$ cat config.mk
export PLATFORM = sky130hd
export DESIGN_NAME = sub_bytes_seq
export DESIGN_NICKNAME = d
export VERILOG_FILES = /design/src/rtl/aes_sbox_pkg.sv /design/src/rtl/gf_mulinv_8.sv /design/src/rtl/sbox_lane.sv /design/src/rtl/sub_bytes_seq.sv
export SDC_FILE = /design/constraint.sdc
export NUM_CORES = 2
export LEC_CHECK = 0
export BUFFER_PORTS_ARGS = -buffer_cell sky130_fd_sc_hd__clkbuf_2
export CAP_MARGIN = 20
export CORE_MARGIN = 2
export CORE_UTILIZATION = 50
export DETAILED_ROUTE_END_ITERATION = 7
export PLACE_DENSITY = 0.63
export SYNTH_ARGS = -nofsm -noshare
export SYNTH_HDL_FRONTEND = slang
export SYNTH_SLANG_ARGS = --single-unit
$ cat constraint.sdc
create_clock -name CLK -period 51.2 [get_ports CLK]
set_input_delay 12.8 -clock CLK [delete_from_list [all_inputs] [get_ports CLK]]
set_output_delay 12.8 -clock CLK [all_outputs]
set_load 0.1 [all_outputs]
$ cat src/rtl/aes_sbox_pkg.sv
// rtl/aes_sbox_pkg.sv - shared constants, state enum and GF(2^8)/affine helpers for the S-box datapath
//
// Purpose: affine constants, the sequencer state enum, rotl8, the forward and
// inverse affine maps, and GF(2^8) multiply/inverse over x^8+x^4+x^3+x+1.
package aes_sbox_pkg;

    localparam logic [7:0] AFF_FWD_C = 8'h63;
    localparam logic [7:0] AFF_INV_C = 8'h05;

    typedef enum logic [1:0] {
        IDLE = 2'd0,
        BUSY = 2'd1,
        DONE = 2'd2
    } state_e;

    function automatic logic [7:0] rotl8(input logic [7:0] x, input logic [2:0] n);
        logic [15:0] w;
        w = {x, x} << n;
        return w[15:8];
    endfunction

    function automatic logic [7:0] aff_fwd(input logic [7:0] s);
        return s ^ rotl8(s, 3'd1) ^ rotl8(s, 3'd2) ^ rotl8(s, 3'd3) ^ rotl8(s, 3'd4) ^ AFF_FWD_C;
    endfunction

    function automatic logic [7:0] aff_inv(input logic [7:0] x);
        return rotl8(x, 3'd1) ^ rotl8(x, 3'd3) ^ rotl8(x, 3'd6) ^ AFF_INV_C;
    endfunction

    function automatic logic [7:0] gf_mul(input logic [7:0] a, input logic [7:0] b);
        logic [7:0] p;
        logic [7:0] aa;
        p  = 8'h00;
        aa = a;
        for (int i = 0; i < 8; i++) begin
            if (b[i]) begin
                p = p ^ aa;
            end
            aa = {aa[6:0], 1'b0} ^ (aa[7] ? 8'h1b : 8'h00);
        end
        return p;
    endfunction

    // x^254 = x^(2+4+...+128); yields 0 for x = 0 without a special case.
    function automatic logic [7:0] gf_inv(input logic [7:0] x);
        logic [7:0] p;
        logic [7:0] r;
        p = x;
        r = 8'h01;
        for (int i = 1; i < 8; i++) begin
            p = gf_mul(p, p);
            r = gf_mul(r, p);
        end
        return r;
    endfunction

endpackage

$ cat src/rtl/gf_mulinv_8.sv
// rtl/gf_mulinv_8.sv - combinational GF(2^8) multiplicative inverse
//
// Ports: a_i (byte in), inv_o (inverse of a_i, 0 maps to 0).
module gf_mulinv_8
    import aes_sbox_pkg::*;
(
    input  logic [7:0] a_i,
    output logic [7:0] inv_o
);

    assign inv_o = gf_inv(a_i);

endmodule

$ cat src/rtl/sbox_lane.sv
// rtl/sbox_lane.sv - one forward/inverse S-box lane with optional internal pipeline register
//
// Ports: CLK (clock for the optional stage), x (byte in), dec (1 = inverse
// S-box), y (substituted byte). With PIPE=1, y lags x/dec by one cycle.
module sbox_lane
    import aes_sbox_pkg::*;
#(
    parameter int PIPE = 0
) (
    input  logic       CLK,
    input  logic [7:0] x,
    input  logic       dec,
    output logic [7:0] y
);

    logic [7:0] pre;
    logic [7:0] inv;
    logic [7:0] s_q;
    logic       dec_q;
    logic [7:0] s_sel;
    logic       dec_sel;

    // Inverse S-box runs the inverse affine map before the field inverse.
    assign pre = dec ? aff_inv(x) : x;

    gf_mulinv_8 u_inv (
        .a_i   (pre),
        .inv_o (inv)
    );

    // Pure datapath stage; validity is tracked by the parent, so no reset.
    always_ff @(posedge CLK) begin
        s_q   <= inv;
        dec_q <= dec;
    end

    assign s_sel   = (PIPE != 0) ? s_q   : inv;
    assign dec_sel = (PIPE != 0) ? dec_q : dec;

    // Forward S-box applies the forward affine map after the field inverse.
    assign y = dec_sel ? s_sel : aff_fwd(s_sel);

endmodule

$ cat src/rtl/sub_bytes_seq.sv
// rtl/sub_bytes_seq.sv - sequential SubBytes over a 128-bit state using LANES S-box lanes
//
// Ports:
//   CLK, RST              clock, synchronous active-high reset
//   in_valid/in_ready     input handshake; in_dec and in_data sampled on accept
//   in_dec                0 = forward S-box, 1 = inverse S-box
//   in_data[127:0]        input state, byte 0 in bits [127:120]
//   out_valid/out_ready   output handshake; out_data held while out_valid=1
//   out_data[127:0]       substituted state, same byte order
module sub_bytes_seq
    import aes_sbox_pkg::*;
#(
    parameter int LANES = 4,
    parameter int PIPE  = 0
) (
    input  logic         CLK,
    input  logic         RST,
    input  logic         in_valid,
    output logic         in_ready,
    input  logic         in_dec,
    input  logic [127:0] in_data,
    output logic         out_valid,
    input  logic         out_ready,
    output logic [127:0] out_data
);

    localparam int BEATS = 16 / LANES;
    localparam int CW    = (BEATS > 1) ? $clog2(BEATS) : 1;
    localparam logic [CW-1:0] LAST_BEAT = CW'(BEATS - 1);

    if (!(LANES == 1 || LANES == 2 || LANES == 4 || LANES == 8 || LANES == 16)) begin : g_bad_lanes
        $error("sub_bytes_seq: LANES must be 1, 2, 4, 8 or 16");
    end
    if (!(PIPE == 0 || PIPE == 1)) begin : g_bad_pipe
        $error("sub_bytes_seq: PIPE must be 0 or 1");
    end

    state_e        state_q;
    logic [CW-1:0] beat_q;        // group currently fed into the lanes
    logic [CW-1:0] wbeat_q;       // group held in the lane pipeline registers
    logic          pv_q;          // lane pipeline registers hold a live group
    logic          issue_done_q;  // every group has been fed into the lanes
    logic          dec_q;
    logic [127:0]  in_q;
    logic [127:0]  out_q;
    logic          out_valid_q;

    logic [7:0]    lane_x [LANES];
    logic [7:0]    lane_y [LANES];
    logic [127:0]  out_d;
    logic [CW-1:0] widx;
    logic          wr_en;
    logic          last_wr;
    logic          issuing;

    assign in_ready  = !RST && ((state_q == IDLE) || ((state_q == DONE) && out_ready));
    assign out_valid = out_valid_q;
    assign out_data  = out_q;

    // With PIPE=1 the results written this cycle belong to the group issued
    // last cycle, so the write side uses its own index and valid.
    assign issuing = (state_q == BUSY) && !issue_done_q;
    assign widx    = (PIPE != 0) ? wbeat_q : beat_q;
    assign wr_en   = (state_q == BUSY) && ((PIPE != 0) ? pv_q : 1'b1);
    assign last_wr = wr_en && (widx == LAST_BEAT);

    always_comb begin
        for (int l = 0; l < LANES; l++) begin
            lane_x[l] = in_q[7'(8 * (15 - (int'(beat_q) * LANES + l))) +: 8];
        end
    end

    always_comb begin
        out_d = out_q;
        for (int l = 0; l < LANES; l++) begin
            out_d[7'(8 * (15 - (int'(widx) * LANES + l))) +: 8] = lane_y[l];
        end
    end

    for (genvar l = 0; l < LANES; l++) begin : g_lane
        sbox_lane #(.PIPE(PIPE)) u_lane (
            .CLK (CLK),
            .x   (lane_x[l]),
            .dec (dec_q),
            .y   (lane_y[l])
        );
    end

    always_ff @(posedge CLK) begin
        if (RST) begin
            state_q      <= IDLE;
            beat_q       <= '0;
            wbeat_q      <= '0;
            pv_q         <= 1'b0;
            issue_done_q <= 1'b0;
            dec_q        <= 1'b0;
            in_q         <= '0;
            out_q        <= '0;
            out_valid_q  <= 1'b0;
        end else begin
            case (state_q)
                IDLE: begin
                    if (in_valid) begin
                        in_q         <= in_data;
                        dec_q        <= in_dec;
                        beat_q       <= '0;
                        pv_q         <= 1'b0;
                        issue_done_q <= 1'b0;
                        state_q      <= BUSY;
                    end
                end
                BUSY: begin
                    pv_q    <= issuing;
                    wbeat_q <= beat_q;
                    if (issuing) begin
                        if (beat_q == LAST_BEAT) begin
                            issue_done_q <= 1'b1;
                        end else begin
                            beat_q <= beat_q + 1'b1;
                        end
                    end
                    if (wr_en) begin
                        out_q <= out_d;
                    end
                    if (last_wr) begin
                        state_q     <= DONE;
                        out_valid_q <= 1'b1;
                    end
                end
                DONE: begin
                    if (out_ready) begin
                        out_valid_q <= 1'b0;
                        if (in_valid) begin
                            in_q         <= in_data;
                            dec_q        <= in_dec;
                            beat_q       <= '0;
                            pv_q         <= 1'b0;
                            issue_done_q <= 1'b0;
                            state_q      <= BUSY;
                        end else begin
                            state_q <= IDLE;
                        end
                    end
                end
                default: begin
                    state_q <= IDLE;
                end
            endcase
        end
    end

endmodule

Word-level counts from Yosys, hierarchy flattened
Cells that the tools add are included.
Storage, ports and cells
  flip-flop bits (word level): 263
  word-level logic and storage cells: 1692
Cells by class
  $add $sub $neg: 12
  equality and inequality tests: 9
  shift operators: 12
  mux-type cells: 848
  bitwise operators: 788
  reductions and logical operators: 16
Operators by type and width (number)
  $mux W8: 428
  $xor A8 B8 Y8: 388
  $xor A8 B5 Y8: 364
  $mux W5: 368
  $bwmux W128: 4
  $shift A8 B8 Y128 const A: 4
  $shiftx A128 B7 Y8: 4
  $shiftx A8 B8 Y128: 4
  $mux W128: 2
  $pmux W128 S2: 1
  $neg A7 Y8: 4
  $mux W7: 4
  $not A1 Y1 const A: 28
  $mux W6: 4
  $mux W2: 11
  $mux W4: 4
  $not A4 Y4: 4
  $sub A4 B4 Y4 const A: 4
  $mux W1: 13
  $mux W3: 4
  $pmux W2 S3: 2
  $add A4 B2 Y4 const B: 2
  $not A2 Y2: 4
  $reduce_and A4 Y1: 2
  16 further kinds: 28

Longest topological paths before layout
  word-level depth: 144
  gate-level depth with buffers: 75

By module
Synthesis repeated with hierarchy kept, for this count alone.
Unflattened totals
  cells, all modules: 9020
  area total of the unflattened synthesis: 67404.6 sq um
By module, submodules not included
  gf_mulinv_8: instances 4, cells each 1985, area each 14518.9 sq um, sequential area each 0.0 sq um
  sub_bytes_seq: instances 1, cells each 852, area each 7502.2 sq um, sequential area each 3983.8 sq um
  sbox_lane: instances 4, cells each 57, area each 456.7 sq um, sequential area each 0.0 sq um

Worst setup path before layout
No wires, ideal clock.
  kind: input port to output port
  start point: input port RST
  end point: output port in_ready
  arrival time: 15.272 ns
  data required time: 38.400 ns
  slack: 23.128 ns
  cell stages on the path: 3
  cell sequence: clkbuf_1 -> clkbuf_1 -> nor3_1
On the way
  cells in the longest elaborated chain, start to end: 2
RTL lines
  from (decl): RTL line sub_bytes_seq.sv:17  | input logic RST,
  $logic_not A1 Y1: RTL line sub_bytes_seq.sv:56  | assign in_ready = !RST && ((state_q == IDLE) || ((state_q == DONE) && out_ready));
  $logic_and A1 B1 Y1: RTL line sub_bytes_seq.sv:56
  to (decl): RTL line sub_bytes_seq.sv:19  | output logic in_ready,
Every way passes these cells.

Final worst setup path
Same ends and word-level chain as after synthesis.

==> impl_metrics.csv <==
group,metric,value,unit
placed_design,dp_hpwl,151000,um
synth,ys_seq_area_share,6.04,%
layout,drive_above_1_share,11.0,%
critical_path,critPathCaptureType,"output pin",
grt,antenna_found_initial,5,
clock_tree,cts.clk_slew.worst_paths,0.09,ns
placed_design,finalWeightedCongestion,0.925,
layout,areaGrowthSynthToFinish,5.06,%
clock_tree,cts.path.max_buffers,2,
clock_tree,cts_buffers,17,
timing,fin_setup_tns,0,ns
floorplanning,core_area,131000,um^2
floorplanning,pin_count,263,
route,dr_total_vias,63600,
synth,syn-cell-area,65900,um^2
synth,synth_seq_cells,199,
critical_path,crit_arrival,14.19,ns
clock_tree,root_buffer,"clkbuf_16",
clock_tree,insertion_delay,0.56,ns
route,firstDrtPassIters,6,
critical_path,crit_path_max_incr_delay,0.55,ns
critical_path,crit_type,"in2out",
critical_path,critical_path_buf_inv_count,2,
synth,syn_nets,8924,
placed_design,dp.cells,10400,
floorplanning,placementRows,133,
synth,avgSynthCellArea,7.52,um^2
layout,final_common_cell,"xnor2_1",
timing,max_slew_margin,23.2,%
grt,grtUsageTotal,29.6,%
synth,synth-edff-count,0,
route,drt-total-wl,208000,um
timing,rsz0062_at_grt,"no",
synth,synth_xor_area_share,42.9,%
synth,yosysWarnings,0,
clock_tree,htree_num_levels,4,
layout,final_nets,8829,
grt,grt_max_degree,72,
synth,synth-simple-area-share,21.9,%
synth,synth.distinct_cells,148,
route,ant_nets,0,
critical_path,crit_path_cell_trace,"buf_4, nor3_1, clkbuf_2",
critical_path,crit_family,"buffers and inverters",
grt,grt_pass1_wl,330000,um
timing,post-route-min-period,26.99,ns
floorplanning,dieArea,135000,um^2
critical_path,rrSetupSlack,29.67,ns
placed_design,port_buffers,198,
route,wl_per_cell,20.0,um
clock_tree,cts_hold_repair.buffers,0,
synth,async_flop_share,0,%
critical_path,required,38.40,ns
floorplanning,start_util,50.3,%
clock_tree,cts_setup_buffers,0,
timing,finalMaxSlewViolations,0,
clock_tree,ctsResizeCount,0,
min_path,hold_path_class,"reg2reg",
synth,muxShareOfSynthArea,4.34,%
floorplanning,die_x,367,um
timing,setup_violations,0,
route,drt-initial-drc-count,6172,
synth,synth_flop_cell,"dfxtp_1",
layout,layout.cells.non_filler,10400,
synth,synthAdderAreaFrac,0.437,%
route,avgViaCountPerCell,6.10,
timing,finClkSkew,0.0262,ns
placed_design,dpl_cell_area,68500,um^2
layout,stdcell_area,69200,um^2
timing,finalHoldViolations,0,
grt,grt_pass1_vias,59400,
floorplanning,die_h,367,um
timing,fmax,37.1,MHz
layout,final_cell_mix,"xnor2_1, nor2_1, nand2_1",
route,drc,0,
clock_tree,numClockSinks,199,
critical_path,slowest_stage,"clkbuf_2",
synth,synth_compound_area_share,19.2,%
synth,synth_top_family_by_area,"XOR/XNOR gates",
critical_path,startpoint_type,"input port",
layout,postLayoutCoreUtil,52.8,%
timing,period_share,52.7,%
layout,antenna_cells,0,
run,drv_cap,0,
synth,syn_inst,8768,
critical_path,cp_max_fo,43,
clock_tree,cts_tree,"done",
grt,overflow,0,
run_status,status,"complete, no violations",
timing,worst_pin_slew,1.14,ns
-- layer usage --
metal	wire length [um]	part of all wire [%]	track usage, %	vias up
met1	94100	45	41.9	30500
li1	-	-	-	30400
met5	63	0.030	0	-
met2	94500	45	47.4	2500
met3	15900	7.6	3.68	270
met4	3900	1.9	7.65	10
-- sequential cells by signal, indices dropped and copies added (netlist names) --
name,count
issue_done_q,1
beat_q,2
out_data,128
in_q,64
state_q,2
out_valid,1
dec_q,1
-- synthesized netlist by cell type, types with 24 or more instances --
master / count / area (um^2)
buf_1: 47 / 176
a211oi_1: 77 / 578
o211ai_1: 83 / 623
nand4_1: 51 / 319
a21oi_1: 513 / 2570
mux2i_1: 201 / 2010
and3_1: 56 / 350
o21a_1: 44 / 330
o21ai_0: 370 / 1850
nor2b_1: 55 / 344
o21ai_1: 35 / 175
a211o_1: 27 / 236
nor2_1: 1167 / 4380
mux2_2: 53 / 597
a31oi_1: 90 / 563
clkbuf_8: 29 / 399
inv_1: 76 / 285
and2_1: 106 / 663
nor4_1: 43 / 269
xnor3_2: 32 / 761
clkbuf_1: 330 / 1240
nand2_1: 928 / 3480
xnor2_1: 1542 / 13500
or3_1: 56 / 350
a32oi_1: 24 / 210
a21o_1: 43 / 323
nor3_1: 291 / 1460
or2_2: 27 / 169
dfxtp_1: 199 / 3980
buf_4: 25 / 188
nand3_1: 237 / 1190
nand2b_1: 59 / 369
a22oi_1: 60 / 450
o31ai_1: 34 / 255
xor3_1: 32 / 761
xnor2_2: 75 / 1220
a22o_1: 33 / 289
xnor3_1: 328 / 7390
o22ai_1: 93 / 582
a221oi_1: 27 / 236
xor2_1: 423 / 3700
buf_2: 121 / 606
-- final cells by class --
cell class / count / area [um^2]
fill: 12900 / 61900
multi-input combinational: 7886 / 59000
sequential: 199 / 4000
timing repair buffer: 473 / 3080
tap: 1755 / 2200
clock buffer: 17 / 425
inverter: 96 / 368
clock inverter: 15 / 220
-- path summary, 6_finish.rpt --
path                                                from                         to  cells after the start
worst max-delay path                                 RST                   in_ready                      3
worst min-delay path            out_data[5]$_SDFFE_PP0P_   out_data[5]$_SDFFE_PP0P_                      2
worst max register to register        dec_q$_SDFFE_PP0P_  out_data[64]$_SDFFE_PP0P_                     61
worst min register to register  out_data[5]$_SDFFE_PP0P_   out_data[5]$_SDFFE_PP0P_                      2
-- stage by stage --
stage,setup slack (ns),hold slack [ns]
floorplan,23.13,0.432
global placement,24.22,0.438
detailed placement,24.28,0.443
CTS,24.27,0.458
global route,24.26,0.471
finish,24.21,0.459
-- tightest hold or removal path, cell delays in order (launching register included) --
cell	delay (ns)
dfxtp_1	0.32
nand2_1	0.05
o21ai_1	0.05
-- kinds of logic after synthesis --
kind of cell / count (synthesis)
compound gates: 1906
mux: 272
fa+ha+maj: 23
buf+inv: 683
xor+xnor: 2477
flops: 199
simple gates: 3208
Power is not shown: default switching activity piles up to over one toggle a cycle in this logic, so the estimate is an artifact.
